==> src/rtl/cycle_sequencer_pkg.sv <==
// Shared definitions for the machine-cycle sequencer: state encodings,
// default beat limit and the length-field width helper.
package cycle_sequencer_pkg;

    localparam int T_MAX_DEFAULT = 4;

    typedef enum logic [1:0] {
        ST_IDLE = 2'd0,
        ST_IF   = 2'd1,
        ST_EX   = 2'd2,
        ST_MEM  = 2'd3
    } seq_state_e;

    function automatic int len_width(input int t_max);
        return $clog2(t_max);
    endfunction

endpackage

==> src/rtl/cycle_sequencer_if.sv <==
// Control-unit side of the sequencer: per-instruction requests and lengths in,
// one-hot machine-cycle / beat strobes and status out.
interface cycle_sequencer_if
    import cycle_sequencer_pkg::*;
#(
    parameter int T_MAX = T_MAX_DEFAULT
);
    localparam int CW = len_width(T_MAX);

    logic             run;
    logic             stop;
    logic             stall;
    logic             need_mem;
    logic [CW-1:0]    if_len;
    logic [CW-1:0]    ex_len;
    logic [CW-1:0]    mem_len;
    logic             m_if;
    logic             m_ex;
    logic             m_mem;
    logic [T_MAX-1:0] t;
    logic             beat_last;
    logic             done;
    logic             busy;

    modport master (
        output run, stop, stall, need_mem, if_len, ex_len, mem_len,
        input  m_if, m_ex, m_mem, t, beat_last, done, busy
    );

    modport slave (
        input  run, stop, stall, need_mem, if_len, ex_len, mem_len,
        output m_if, m_ex, m_mem, t, beat_last, done, busy
    );

endinterface

==> src/rtl/cycle_sequencer_beat_counter.sv <==
// Beat counter for one machine cycle: loads a clamped length on clr, counts up
// to it, and freezes while hold is high.
module beat_counter
    import cycle_sequencer_pkg::*;
#(
    parameter int T_MAX = T_MAX_DEFAULT,
    localparam int CW = len_width(T_MAX)
) (
    input  logic          clk,
    input  logic          rst,
    input  logic          clr,
    input  logic          hold,
    input  logic [CW-1:0] len,
    output logic [CW-1:0] beat,
    output logic          last
);

    localparam logic [CW-1:0] LEN_MAX = CW'(T_MAX - 1);

    logic [CW-1:0] beat_q, beat_d;
    logic [CW-1:0] len_q, len_d;

    // clr has priority so a new cycle can be loaded even while idle-held
    always_comb begin
        beat_d = beat_q;
        len_d  = len_q;
        if (clr) begin
            beat_d = '0;
            len_d  = (len > LEN_MAX) ? LEN_MAX : len;
        end else if (!hold && (beat_q != len_q)) begin
            beat_d = beat_q + CW'(1);
        end
    end

    always_ff @(posedge clk) begin
        if (rst) begin
            beat_q <= '0;
            len_q  <= '0;
        end else begin
            beat_q <= beat_d;
            len_q  <= len_d;
        end
    end

    assign beat = beat_q;
    assign last = (beat_q == len_q);

endmodule

==> src/rtl/cycle_sequencer.sv <==
// Machine-cycle sequencer: walks each instruction through IF, EX and optional
// MEM with per-cycle beat counts, honouring bus stalls and clean stop requests.
module cycle_sequencer
    import cycle_sequencer_pkg::*;
#(
    parameter int T_MAX = T_MAX_DEFAULT
) (
    input logic              clk,
    input logic              rst,
    cycle_sequencer_if.slave bus
);

    localparam int CW = len_width(T_MAX);

    seq_state_e    state_q, state_d;
    logic          stop_pend_q, stop_pend_d;
    logic [CW-1:0] beat;
    logic [CW-1:0] len_sel;
    logic          last;
    logic          busy;
    logic          start;
    logic          cyc_end;
    logic          instr_end;

    assign busy      = (state_q != ST_IDLE);
    assign start     = (state_q == ST_IDLE) && bus.run && !bus.stop;
    assign cyc_end   = busy && last && !bus.stall;
    assign instr_end = cyc_end &&
                       ((state_q == ST_MEM) || ((state_q == ST_EX) && !bus.need_mem));

    // Length for whichever cycle is entered next; only used when clr fires
    always_comb begin
        case (state_q)
            ST_IF:   len_sel = bus.ex_len;
            ST_EX:   len_sel = bus.need_mem ? bus.mem_len : bus.if_len;
            default: len_sel = bus.if_len;
        endcase
    end

    beat_counter #(.T_MAX(T_MAX)) u_beat (
        .clk  (clk),
        .rst  (rst),
        .clr  (start || cyc_end),
        .hold (!busy || bus.stall),
        .len  (len_sel),
        .beat (beat),
        .last (last)
    );

    always_ff @(posedge clk) begin
        if (rst) begin
            state_q     <= ST_IDLE;
            stop_pend_q <= 1'b0;
        end else begin
            state_q     <= state_d;
            stop_pend_q <= stop_pend_d;
        end
    end

    always_comb begin
        state_d = state_q;
        case (state_q)
            ST_IDLE: if (start)   state_d = ST_IF;
            ST_IF:   if (cyc_end) state_d = ST_EX;
            ST_EX:   if (cyc_end && bus.need_mem) state_d = ST_MEM;
            default: state_d = state_q;
        endcase
        // A stop seen at any point of the instruction only takes effect here
        if (instr_end) begin
            state_d = (bus.run && !stop_pend_q && !bus.stop) ? ST_IF : ST_IDLE;
        end
        stop_pend_d = (state_d == ST_IDLE) ? 1'b0 : (stop_pend_q || (busy && bus.stop));
    end

    always_comb begin
        bus.m_if      = (state_q == ST_IF);
        bus.m_ex      = (state_q == ST_EX);
        bus.m_mem     = (state_q == ST_MEM);
        bus.busy      = busy;
        bus.beat_last = busy && last;
        bus.done      = instr_end;
        bus.t         = '0;
        for (int i = 0; i < T_MAX; i++) begin
            bus.t[i] = busy && (beat == CW'(i));
        end
    end

endmodule

==> src/flat_wrapper.sv <==
// flat-port wrapper written by rule: the top's interface ports become plain ports
module cycle_sequencer_flat import cycle_sequencer_pkg::*;
#(
    parameter int T_MAX = T_MAX_DEFAULT
)
  (clk, rst, bus_run, bus_stop, bus_stall, bus_need_mem, bus_if_len, bus_ex_len, bus_mem_len, bus_m_if, bus_m_ex, bus_m_mem, bus_t, bus_beat_last, bus_done, bus_busy);
  cycle_sequencer_if #(.T_MAX(T_MAX)) bus_i ();
  input logic clk;
  input logic rst;
  input wire logic [$bits(bus_i.run)-1:0] bus_run;
  input wire logic [$bits(bus_i.stop)-1:0] bus_stop;
  input wire logic [$bits(bus_i.stall)-1:0] bus_stall;
  input wire logic [$bits(bus_i.need_mem)-1:0] bus_need_mem;
  input wire logic [$bits(bus_i.if_len)-1:0] bus_if_len;
  input wire logic [$bits(bus_i.ex_len)-1:0] bus_ex_len;
  input wire logic [$bits(bus_i.mem_len)-1:0] bus_mem_len;
  output wire logic [$bits(bus_i.m_if)-1:0] bus_m_if;
  output wire logic [$bits(bus_i.m_ex)-1:0] bus_m_ex;
  output wire logic [$bits(bus_i.m_mem)-1:0] bus_m_mem;
  output wire logic [$bits(bus_i.t)-1:0] bus_t;
  output wire logic [$bits(bus_i.beat_last)-1:0] bus_beat_last;
  output wire logic [$bits(bus_i.done)-1:0] bus_done;
  output wire logic [$bits(bus_i.busy)-1:0] bus_busy;
  assign bus_i.run = bus_run;
  assign bus_i.stop = bus_stop;
  assign bus_i.stall = bus_stall;
  assign bus_i.need_mem = bus_need_mem;
  assign bus_i.if_len = bus_if_len;
  assign bus_i.ex_len = bus_ex_len;
  assign bus_i.mem_len = bus_mem_len;
  assign bus_m_if = bus_i.m_if;
  assign bus_m_ex = bus_i.m_ex;
  assign bus_m_mem = bus_i.m_mem;
  assign bus_t = bus_i.t;
  assign bus_beat_last = bus_i.beat_last;
  assign bus_done = bus_i.done;
  assign bus_busy = bus_i.busy;
  cycle_sequencer #(.T_MAX(T_MAX)) u_core (.clk(clk), .rst(rst), .bus(bus_i));
endmodule
==> config.mk <==
export PLATFORM = sky130hd
export DESIGN_NAME = cycle_sequencer_flat
export DESIGN_NICKNAME = d
export VERILOG_FILES = /design/src/rtl/cycle_sequencer_pkg.sv /design/src/rtl/cycle_sequencer_if.sv /design/src/rtl/cycle_sequencer_beat_counter.sv /design/src/rtl/cycle_sequencer.sv /design/src/flat_wrapper.sv
export SDC_FILE = /design/constraint.sdc
export NUM_CORES = 1
export LEC_CHECK = 0
export BUFFER_PORTS_ARGS = -buffer_cell sky130_fd_sc_hd__clkbuf_2
export CAP_MARGIN = 25
export CORE_MARGIN = 1
export CORE_UTILIZATION = 40
export CTS_CLUSTER_SIZE = 40
export DETAILED_ROUTE_END_ITERATION = 10
export PLACE_DENSITY = 0.76
export SLEW_MARGIN = 15
export SYNTH_ARGS = -nofsm -noshare
export SYNTH_HDL_FRONTEND = slang
export SYNTH_HIERARCHICAL = 1
export SYNTH_SLANG_ARGS = --single-unit
export TNS_END_PERCENT = 100
==> constraint.sdc <==
create_clock -name clk -period 3.2 [get_ports clk]
set_input_delay 0.64 -clock clk [delete_from_list [all_inputs] [get_ports clk]]
set_output_delay 0.64 -clock clk [all_outputs]
set_load 0.1 [all_outputs]
==> results of run 1 <==
## kinds of logic (layout without fill, tap and decap cells)
kind of cell	after synthesis	in the layout
muxes	2	2
xor gates and xnor gates	2	2
AOI/OAI and AO/OA	20	20
DFF	7	7
buffers and inverters	8	32
and+or+nand+nor	29	29
adders and majority gates	4	4
## stage by stage
| step | TNS [ns] | hold slack (ns) | instance area [um2] |
|---|---|---|---|
| floorplan | -1.20 | 0.485 | 596 |
| global placement | 0 | 0.532 | 708 |
| detailed placement | 0 | 0.527 | 708 |
| CTS | 0 | 0.534 | 734 |
| global route | 0 | 0.589 | 734 |
| finish | 0 | 0.541 | 734 |
## sequential cells by signal (all words and copies together) (netlist names)
name,flops
u_core/stop_pend_q,1
u_core/u_beat/len_q,2
u_core/state_q,2
u_core/u_beat/beat,2
## how the worst min path moves through the flow
stage	startpoint	to	slack, ns
after floorplan	u_core/stop_pend_q	u_core/stop_pend_q	0.48
after global placement	u_core/u_beat/len_q[1]	u_core/u_beat/len_q[1]	0.53
after detailed placement	u_core/stop_pend_q	u_core/stop_pend_q	0.53
after CTS	u_core/stop_pend_q	u_core/stop_pend_q	0.53
after global routing	u_core/u_beat/len_q[1]	u_core/u_beat/len_q[1]	0.59
final	u_core/u_beat/len_q[1]	u_core/u_beat/len_q[1]	0.54
## layout by cell type, fill, tap and decap left out, types with 2 or more instances in the layout
cell	count
clkbuf_2	21
dfxtp_1	7
inv_1	6
nand2_1	5
nor2_1	5
a21oi_1	4
ha_1	4
clkbuf_4	3
nor2b_1	3
o21ai_0	3
a32o_1	2
a22o_1	2
or3b_1	2
nor3b_1	2
nor4b_1	2
a311oi_1	2
xor2_1	2
mux2i_1	2
## tightest hold or removal path, cell delays in order (launching register included)
cell,delay (ns)
dfxtp_1,0.32
mux2i_1,0.12
nor2_1,0.05
## power by group
part           total, mW  internal (mW)  leakage (nW)  switching [mW]
Combinational      0.381         0.0942         0.255           0.287
Sequential         0.115          0.101        0.0569          0.0145
Clock             0.0780         0.0474        0.0150          0.0305
## metal layers
metal  vias to the layer above  wire (um)  global-route usage
met4                         0          0              0.0250
met5                         -          0                   0
met1                       283        663               0.257
li1                        315          -                   -
met3                         0         52              0.0333
met2                        16        625               0.294
## final cells by class
| class | instances | area (um2) | area share |
|---|---|---|---|
| Multi-Input combinational cell | 57 | 418 | 0.569 |
| Sequential cell | 7 | 140 | 0.191 |
| Timing Repair Buffer | 21 | 105 | 0.143 |
| Clock buffer | 4 | 26.3 | 0.0358 |
| Inverter | 7 | 26.3 | 0.0358 |
| Tap cell | 15 | 18.8 | 0.0256 |
==> metrics, run 1 <==
Ys Warns 6; Synth Area in Simple Gates 0.309; post-synthesis instance total between 70 and 80; Peak VDD IR 0.354 mV; DRT iter0 DRCs 24; minimum clock period between 2 and 3 ns; status complete, no violations; worst path cell trace inv_1 -> ha_1 -> nor3b_2 -> o21ai_2 -> inv_1 -> clkbuf_2; R2R depth 6; family with the most delay on the worst path buffers and inverters; Post-synth EDFFs 0; Port Buf Inserts 21; drt first pass iters 4; via count just over 600; Finished Core Util 0.544; Area growth, synth to finish 23.3%; Mapped Avg Cell Area just over 8 um2; Fin Clk Skew 0.000965 ns; remaining global-route overflow 0; IO Pins 22; core box area 1350 um2; Worst R2R End u_core/u_beat/len_q[0]; Final Hold Vio Count 0; fin. max-slew vios 0; Largest stage delay, worst path about 0.44 ns; first-pass GRT wire length ~2100 um; Setup WS pre-CTS ~0.84 ns; Pwr Total roughly 0.57 mW; antenna cell count 0; Synth Area in Compound Gates 0.246; Levels on crit path 6; clock tree sinks 7; crit path launch type flop; sequential fraction of the synthesis area 0.235; Fmax achieved around 0.38 GHz; crit path to bus_done; H-tree levels 1; DR vias/cell 5.53; filler instances about 140; CP Buf/Inv Count 3; synthesized net count 88; GPL Wtd Cong 0.680; cell with the most instances after synthesis dfxtp_1; DRT Wirelength 1340 um; Antenna Nets Post-Route 0; placed cells roughly 110; CP required between 2 and 3 ns; reg2reg setup slack around 1.2 ns; endpoints failing setup 0; Starting Density 0.441; layout cell share with drive strength beyond 1 0.292; crit path launch u_core/state_q[0]; DR DRC count 0; clock root buffer clkbuf_4; Setup CP Type reg2out; DR WL/cell ~12 um; vias in the first global route about 510; MaxCap Viol Count 0; DIE WIDTH about 41 um; Total Nets Final about 110; gr usage total 0.183; Synth Area in Adders 0.0840; largest area contributor in the netlist dfxtp_1; #FFs+latches synth 7; HPWL Detailed between 1000 and 1500 um; post-CTS setup buffers 0; largest net degree at the start of global routing 13; Hold-fix buffers, CTS 0; Crit Reg-Reg Startpoint u_core/state_q[0]; Max FO, Critical Path 12; mux cell area share after synthesis 0.0336; Non-Filler Instances 111; RSZ-0062 raised after global routing false; CTS tree yes; worst setup margin roughly 0.56 ns; Max-slew headroom 0.561; CP dominant cell by count inv_1; synth top area cells dfxtp_1, ha_1, inv_1; clock-pin slew on the worst setup and hold paths around 0.05 ns; Max clock buf depth 2; Mapped Area roughly 600 um2; slowest cell on the critical path clkbuf_2; Async S/R FF share, synth 0; power density cells 782 nW/um2; largest family of logic cells by synthesized area simple AND/OR/NAND/NOR gates; most frequent cells after synthesis dfxtp_1, inv_1, nand2_1, nor2_1; synth unique cells 35; XOR/XNOR Fraction of Synth Area 0.0294; Worst-Margin Slew around 0.65 ns; fin crit share 0.826; die height slightly above 40 um; CTS Buf Count 3; ys flop type dfxtp_1; worst hold path depth 2; initial antenna violation count 0; leakage roughly 0.33 nW; latest clock arrival within the worst-skew pair 0.24 ns; Yosys top cell area share 0.235; Hold Crit Class reg2reg; Crit. End Element output pin; Die Area around 1600 um2; Core Rows 13; Worst EP arrival about 2 ns; post_cts resized 0
No activity file was read; power rests on OpenSTA's default activity.
==> run 2, diff against run 1 <==
--- a/config.mk
+++ b/config.mk
@@ -5,13 +5,14 @@
 export SDC_FILE = /design/constraint.sdc
 export NUM_CORES = 1
 export LEC_CHECK = 0
+export ABC_AREA = 1
 export BUFFER_PORTS_ARGS = -buffer_cell sky130_fd_sc_hd__clkbuf_2
 export CAP_MARGIN = 25
 export CORE_MARGIN = 1
 export CORE_UTILIZATION = 40
 export CTS_CLUSTER_SIZE = 40
 export DETAILED_ROUTE_END_ITERATION = 10
-export PLACE_DENSITY = 0.76
+export PLACE_DENSITY = 0.75
 export SLEW_MARGIN = 15
 export SYNTH_ARGS = -nofsm -noshare
 export SYNTH_HDL_FRONTEND = slang
==> constraint.sdc (replaced) <==
create_clock -name clk -period 2.6 [get_ports clk]
set_input_delay 0.52 -clock clk [delete_from_list [all_inputs] [get_ports clk]]
set_output_delay 0.52 -clock clk [all_outputs]
set_load 0.1 [all_outputs]
==> run 2 against run 1 <==
  * First-iteration DRC count down 42%
  * Worst setup slack got worse by 0.30 ns
  * Synthesized area grew 7.1%
  * Cell count grew 27%
  * Synthesized cell count rose by 40%
  * Global-route usage down 1.1 points
  * Routed wire length up 1.3%
  * Critical path depth unchanged
  * Clock power up 29%
  * Count of clock-buffer cells in the layout is the same
  * Final area is 6.3% higher
==> metrics, run 2 <==
status complete, no violations (unchanged); gr usage total 0.172 (was 0.183); post_cts resized 0 (unchanged); FF+latch area 140 um2 (unchanged); remaining global-route overflow 0 (unchanged); Setup CP Type reg2out (unchanged); HPWL Detailed 1120 um (was 1010 um); filler instances 156 (was 136); post-synthesis instance total 101 (was 72); Total Nets Final 142 (was 113); sequential fraction of the synthesis area 0.220 (was 0.235); endpoints failing setup 0 (unchanged); largest area contributor in the netlist dfxtp_1 (unchanged); Hold Crit Class reg2reg (unchanged); Port Buf Inserts 21 (unchanged); Post-synth EDFFs 0 (unchanged); worst hold path depth 2 (unchanged); vias in the first global route 600 (was 509); Finished Core Util 0.518 (was 0.544); core box area 1510 um2 (was 1350 um2); Seq pwr share 0.267 (was 0.200); drt first pass iters 4 (unchanged); Peak VDD IR 0.251 mV (was 0.354 mV); Worst EP arrival 1.82 ns (was 2.00 ns); R2R depth 6 (unchanged); cell with the most instances after synthesis nand2_1 (was dfxtp_1); Final Hold Vio Count 0 (unchanged); Max-slew headroom 0.639 (was 0.561); Starting Density 0.424 (was 0.441); final hold slack 0.483 ns (was 0.541 ns); Hold-fix buffers, CTS 0 (unchanged); synthesized net count 117 (was 88); DIE WIDTH 41.9 um (was 40.6 um); #FFs+latches synth 7 (unchanged); Max clock buf depth 2 (unchanged); most frequent cells in the layout nand2_1, inv_1, clkbuf_2 (was clkbuf_2, dfxtp_1, inv_1); minimum clock period between 2 and 2.5 ns; Switching Fraction 0.500 (was 0.578); DR DRC count 0 (unchanged); Area growth, synth to finish 22.4% (was 23.3%); latest clock arrival within the worst-skew pair 0.25 ns (was 0.24 ns); first-pass GRT wire length 2330 um (was 2070 um); crit path launch type flop (unchanged); GPL Wtd Cong 0.847 (was 0.680); synth top area cells dfxtp_1, nand2_1, inv_1 (was dfxtp_1, ha_1, inv_1); Fin Clk Skew 0.00536 ns (was 0.000965 ns); Fmax achieved about 0.43 GHz; layout cell share with drive strength beyond 1 0.288 (was 0.292); most common cell after layout, fill and taps aside nand2_1 (was clkbuf_2); CTS tree yes (unchanged); leakage 0.426 nW (was 0.327 nW); IO Pins 22 (unchanged); Pint 0.230 mW (was 0.242 mW); NetSw 0.230 mW (was 0.332 mW); power density cells 590 nW/um2 (was 782 nW/um2); post-CTS setup buffers 0 (unchanged); DRT Wirelength 1360 um (was 1340 um); Mapped Avg Cell Area 6.32 um2 (was 8.27 um2); Worst-Margin Slew 0.543 ns (was 0.652 ns); Mapped Area 638 um2 (was 596 um2); fin crit share 0.901; CTS Buf Count 3 (unchanged); multi-input logic area 404 um2 (was 418 um2); die height 41.9 um (was 40.6 um); Antenna Nets Post-Route 0 (unchanged); most frequent cells after synthesis nand2_1, inv_1, nor2_1 (was dfxtp_1, inv_1, nand2_1, nor2_1); DRT iter0 DRCs 14 (was 24); largest net degree at the start of global routing 9 (was 13); Max FO, Critical Path 8 (was 12); initial antenna violation count 0 (unchanged); CP required 2.08 ns (was 2.56 ns); RSZ-0062 raised after global routing false (unchanged); Yosys top cell area share 0.220 (was 0.235); Comb power frac 0.514 (was 0.664); via count 664 (was 614); clock root buffer clkbuf_4 (unchanged); Core Rows 14 (was 13); clock tree sinks 7 (unchanged); DR vias/cell 4.71 (was 5.53); synth unique cells 20 (was 35); antenna cell count 0 (unchanged); fin. max-slew vios 0 (unchanged); MaxCap Viol Count 0 (unchanged); Die Area 1760 um2 (was 1650 um2); Crit. End Element output pin (unchanged); Async S/R FF share, synth 0 (unchanged); DR WL/cell 9.64 um (was 12.1 um); clock-pin slew on the worst setup and hold paths 0.06 ns (was 0.05 ns); Ys Warns 6 (unchanged); ys flop type dfxtp_1 (unchanged); Clk network pwr share 0.219 (was 0.136); H-tree levels 1 (unchanged)
-- run 2: power by group through the flow --
stage	clock [mW]	combinational [mW]	sequential [mW]
after global routing	0.107	0.255	0.124
final	0.101	0.237	0.123
after floorplan	0	0.201	0.124
after detailed placement	0	0.236	0.125
after CTS	0.105	0.237	0.123
after global placement	0	0.233	0.125
-- run 2: metrics by stage --
stage / TNS [ns] / cell area, um2 / setup slack [ns] / power (mW) / std cells
CTS: 0 / 781 / 0.250 / 0.465 / 141
detailed placement: 0 / 754 / 0.535 / 0.362 / 137
global placement: 0 / 754 / 0.584 / 0.358 / 137
global route: 0 / 781 / 0.123 / 0.487 / 141
floorplan: -3.23 / 638 / -0.770 / 0.325 / 101
finish: 0 / 781 / 0.257 / 0.461 / 141
-- run 2: kinds of logic (layout without fill, tap and decap cells) --
| kind of cell | after synthesis | count (layout) | synth area share |
|---|---|---|---|
| and+or+nand+nor | 53 | 53 | 0.400 |
| buffers and inverters | 23 | 47 | 0.147 |
| AOI/OAI and AO/OA | 14 | 14 | 0.155 |
| DFF | 7 | 7 | 0.220 |
| adders and majority gates | 4 | 4 | 0.0784 |
-- run 2: path summary, 6_finish.rpt --
check	slack, ns	from	endpoint
min	0.48	u_core/u_beat/len_q[1]	u_core/u_beat/len_q[1]
max reg2reg	0.83	u_core/state_q[0]	u_core/u_beat/len_q[0]
max	0.26	u_core/state_q[0]	bus_done
min reg2reg	0.48	u_core/u_beat/len_q[1]	u_core/u_beat/len_q[1]
-- run 2: critical path, cell delays in order (launching register included) --
cell	delay, ns
dfxtp_1	0.37
inv_1	0.11
ha_1	0.35
nor2_8	0.17
nand2_4	0.07
a21oi_4	0.17
buf_4	0.32
-- run 2: layout make-up --
class,count,area share
Clock buffer,4,0.0337
Multi-Input combinational cell,71,0.518
Sequential cell,7,0.179
Tap cell,16,0.0256
Timing Repair Buffer,21,0.138
Inverter,22,0.106
-- run 2: layer usage --
metal | routed length, um | track usage | vias to the layer above
li1 | - | - | 363
met1 | 642 | 0.219 | 280
met2 | 613 | 0.259 | 17
met3 | 74 | 0.0348 | 4
met4 | 29 | 0.116 | 0
met5 | 0 | 0 | -
==> run 3, diff against run 2 <==
--- a/config.mk
+++ b/config.mk
@@ -13,6 +13,7 @@
 export CTS_CLUSTER_SIZE = 40
 export DETAILED_ROUTE_END_ITERATION = 10
 export PLACE_DENSITY = 0.75
+export REMOVE_ABC_BUFFERS = 1
 export SLEW_MARGIN = 15
 export SYNTH_ARGS = -nofsm -noshare
 export SYNTH_HDL_FRONTEND = slang
==> run 3 against run 2 <==
  * Maximum frequency down 5.4%
  * Via count down 1.1%
  * Non-clock buffer count stayed put
  * Total power fell by 2.2%
  * Hold slack lost 0.0012 ns
  * First-iteration DRC count fell by 29%
  * Critical endpoint unchanged
  * Largest power group unchanged
  * Highest routed layer unchanged
==> metrics, run 3 (synthesis results as in run 2) <==
status complete, no violations (unchanged); most common cell after layout, fill and taps aside nand2_1 (unchanged); DRT iter0 DRCs 10 (was 14); GPL Wtd Cong 0.794 (was 0.847); Total Nets Final 142 (unchanged); post-CTS setup buffers 0 (unchanged); power density cells 579 nW/um2 (was 590 nW/um2); Max clock buf depth 2 (unchanged); Setup TNS Final 0 ns (unchanged); Peak VDD IR 0.255 mV (was 0.251 mV); fin. max-slew vios 0 (unchanged); DR DRC count 0 (unchanged); core box area 1510 um2 (unchanged); Hold Crit Class reg2reg (unchanged); Max FO, Critical Path 8 (unchanged); RSZ-0062 raised after global routing false (unchanged); CTS Buf Count 3 (unchanged); vias in the first global route 549 (was 600); final instance area 778 um2 (was 781 um2); initial antenna violation count 0 (unchanged); H-tree levels 1 (unchanged); CTS tree yes (unchanged); Pwr Total 0.450 mW (was 0.461 mW); DR WL/cell 9.03 um (was 9.64 um); minimum clock period 2.48 ns (was 2.34 ns); clock-pin slew on the worst setup and hold paths 0.05 ns (was 0.06 ns); layout cell share with drive strength beyond 1 0.288 (unchanged); HPWL Detailed 1100 um (was 1120 um); largest net degree at the start of global routing 9 (unchanged); IO Pins 22 (unchanged); Post-DP Area 752 um2 (was 754 um2); DR vias/cell 4.66 (was 4.71); most frequent cells in the layout nand2_1, clkbuf_2, inv_1 (was nand2_1, inv_1, clkbuf_2); Starting Density 0.424 (unchanged); endpoints failing setup 0 (unchanged); CP required 2.08 ns (about the same); Die Area 1760 um2 (unchanged); DRT Wirelength 1270 um (was 1360 um); Hold-fix buffers, CTS 0 (unchanged); first-pass GRT wire length 2140 um (was 2330 um); crit path launch type flop (unchanged); drt first pass iters 4 (unchanged); leakage 0.426 nW (about the same); gr usage total 0.157 (was 0.172); Setup CP Type reg2out (unchanged); clock root buffer clkbuf_4 (unchanged); post_cts resized 0 (unchanged); Core Rows 14 (unchanged); Setup WS pre-CTS 0.373 ns (was 0.535 ns); Fmax achieved 0.404 GHz (was 0.427 GHz); Fin Clk Skew 0.00452 ns (was 0.00536 ns); worst setup margin 0.124 ns (was 0.257 ns); via count 657 (was 664); Non-Filler Instances 141 (unchanged); fin crit share 0.952 (was 0.901); placed cells 137 (unchanged); remaining global-route overflow 0 (unchanged); Max-slew headroom 0.641 (was 0.639); clock tree sinks 7 (unchanged); filler instances 158 (was 156); Crit. End Element output pin (unchanged); MaxCap Viol Count 0 (unchanged); Worst-Margin Slew 0.542 ns (was 0.543 ns); Port Buf Inserts 21 (unchanged); Worst EP arrival 1.96 ns (was 1.82 ns); DIE WIDTH 41.9 um (unchanged); antenna cell count 0 (unchanged); worst hold path depth 2 (unchanged); Final Hold Vio Count 0 (unchanged); R2R depth 6 (unchanged); latest clock arrival within the worst-skew pair 0.24 ns (was 0.25 ns); Antenna Nets Post-Route 0 (unchanged); Area growth, synth to finish 22.0% (was 22.4%); die height 41.9 um (unchanged)
## run 3: cell types whose count changed in the layout (fill, tap and decap cells not counted)
cell,before,now
buf_4,1,0
clkbuf_2,20,21
## run 3: cell type report
class | instances | area, um2 | share of cell area
multi-input combinational | 71 | 404 | 0.519
sequential | 7 | 140 | 0.180
timing repair buffer | 21 | 105 | 0.135
inverter | 22 | 82.6 | 0.106
clock buffer | 4 | 26.3 | 0.0338
tap | 16 | 20.0 | 0.0257
## run 3: per-layer routing
metal | up-vias | part of all wire | GRT usage
met2 | 15 | 0.49 | 0.263
met1 | 282 | 0.46 | 0.194
li1 | 358 | - | -
met4 | 0 | 0.0094 | 0.0839
met3 | 2 | 0.035 | 0.0217
met5 | - | 0 | 0
## run 3: report_power, final
group          internal (mW)  total, mW  leakage [nW]  switching [mW]
logic                 0.0551      0.234         0.353           0.179
registers              0.117      0.123        0.0570         0.00672
clock network         0.0582     0.0931        0.0150          0.0349
## run 3: worst max-delay path: stages, from the launching register on
cell and delay, ns:
dfxtp_1 0.37, inv_1 0.10, ha_1 0.35, nor2_8 0.16, nand2_4 0.07, a21oi_4 0.17
clkbuf_2 0.49
## run 3: stage by stage
stage | utilization | hold WS (ns)
after global placement | 0.499 | 0.473
after CTS | 0.517 | 0.485
after global routing | 0.517 | 0.493
after floorplan | - | 0.448
after detailed placement | 0.499 | 0.478
final | 0.517 | 0.482
## run 3: final timing paths
path	from	end	slack, ns
worst max register to register	u_core/state_q[0]	u_core/u_beat/len_q[0]	0.82
worst min-delay path	u_core/u_beat/len_q[1]	u_core/u_beat/len_q[1]	0.48
worst max-delay path	u_core/state_q[0]	bus_done	0.12
worst min register to register	u_core/u_beat/len_q[1]	u_core/u_beat/len_q[1]	0.48
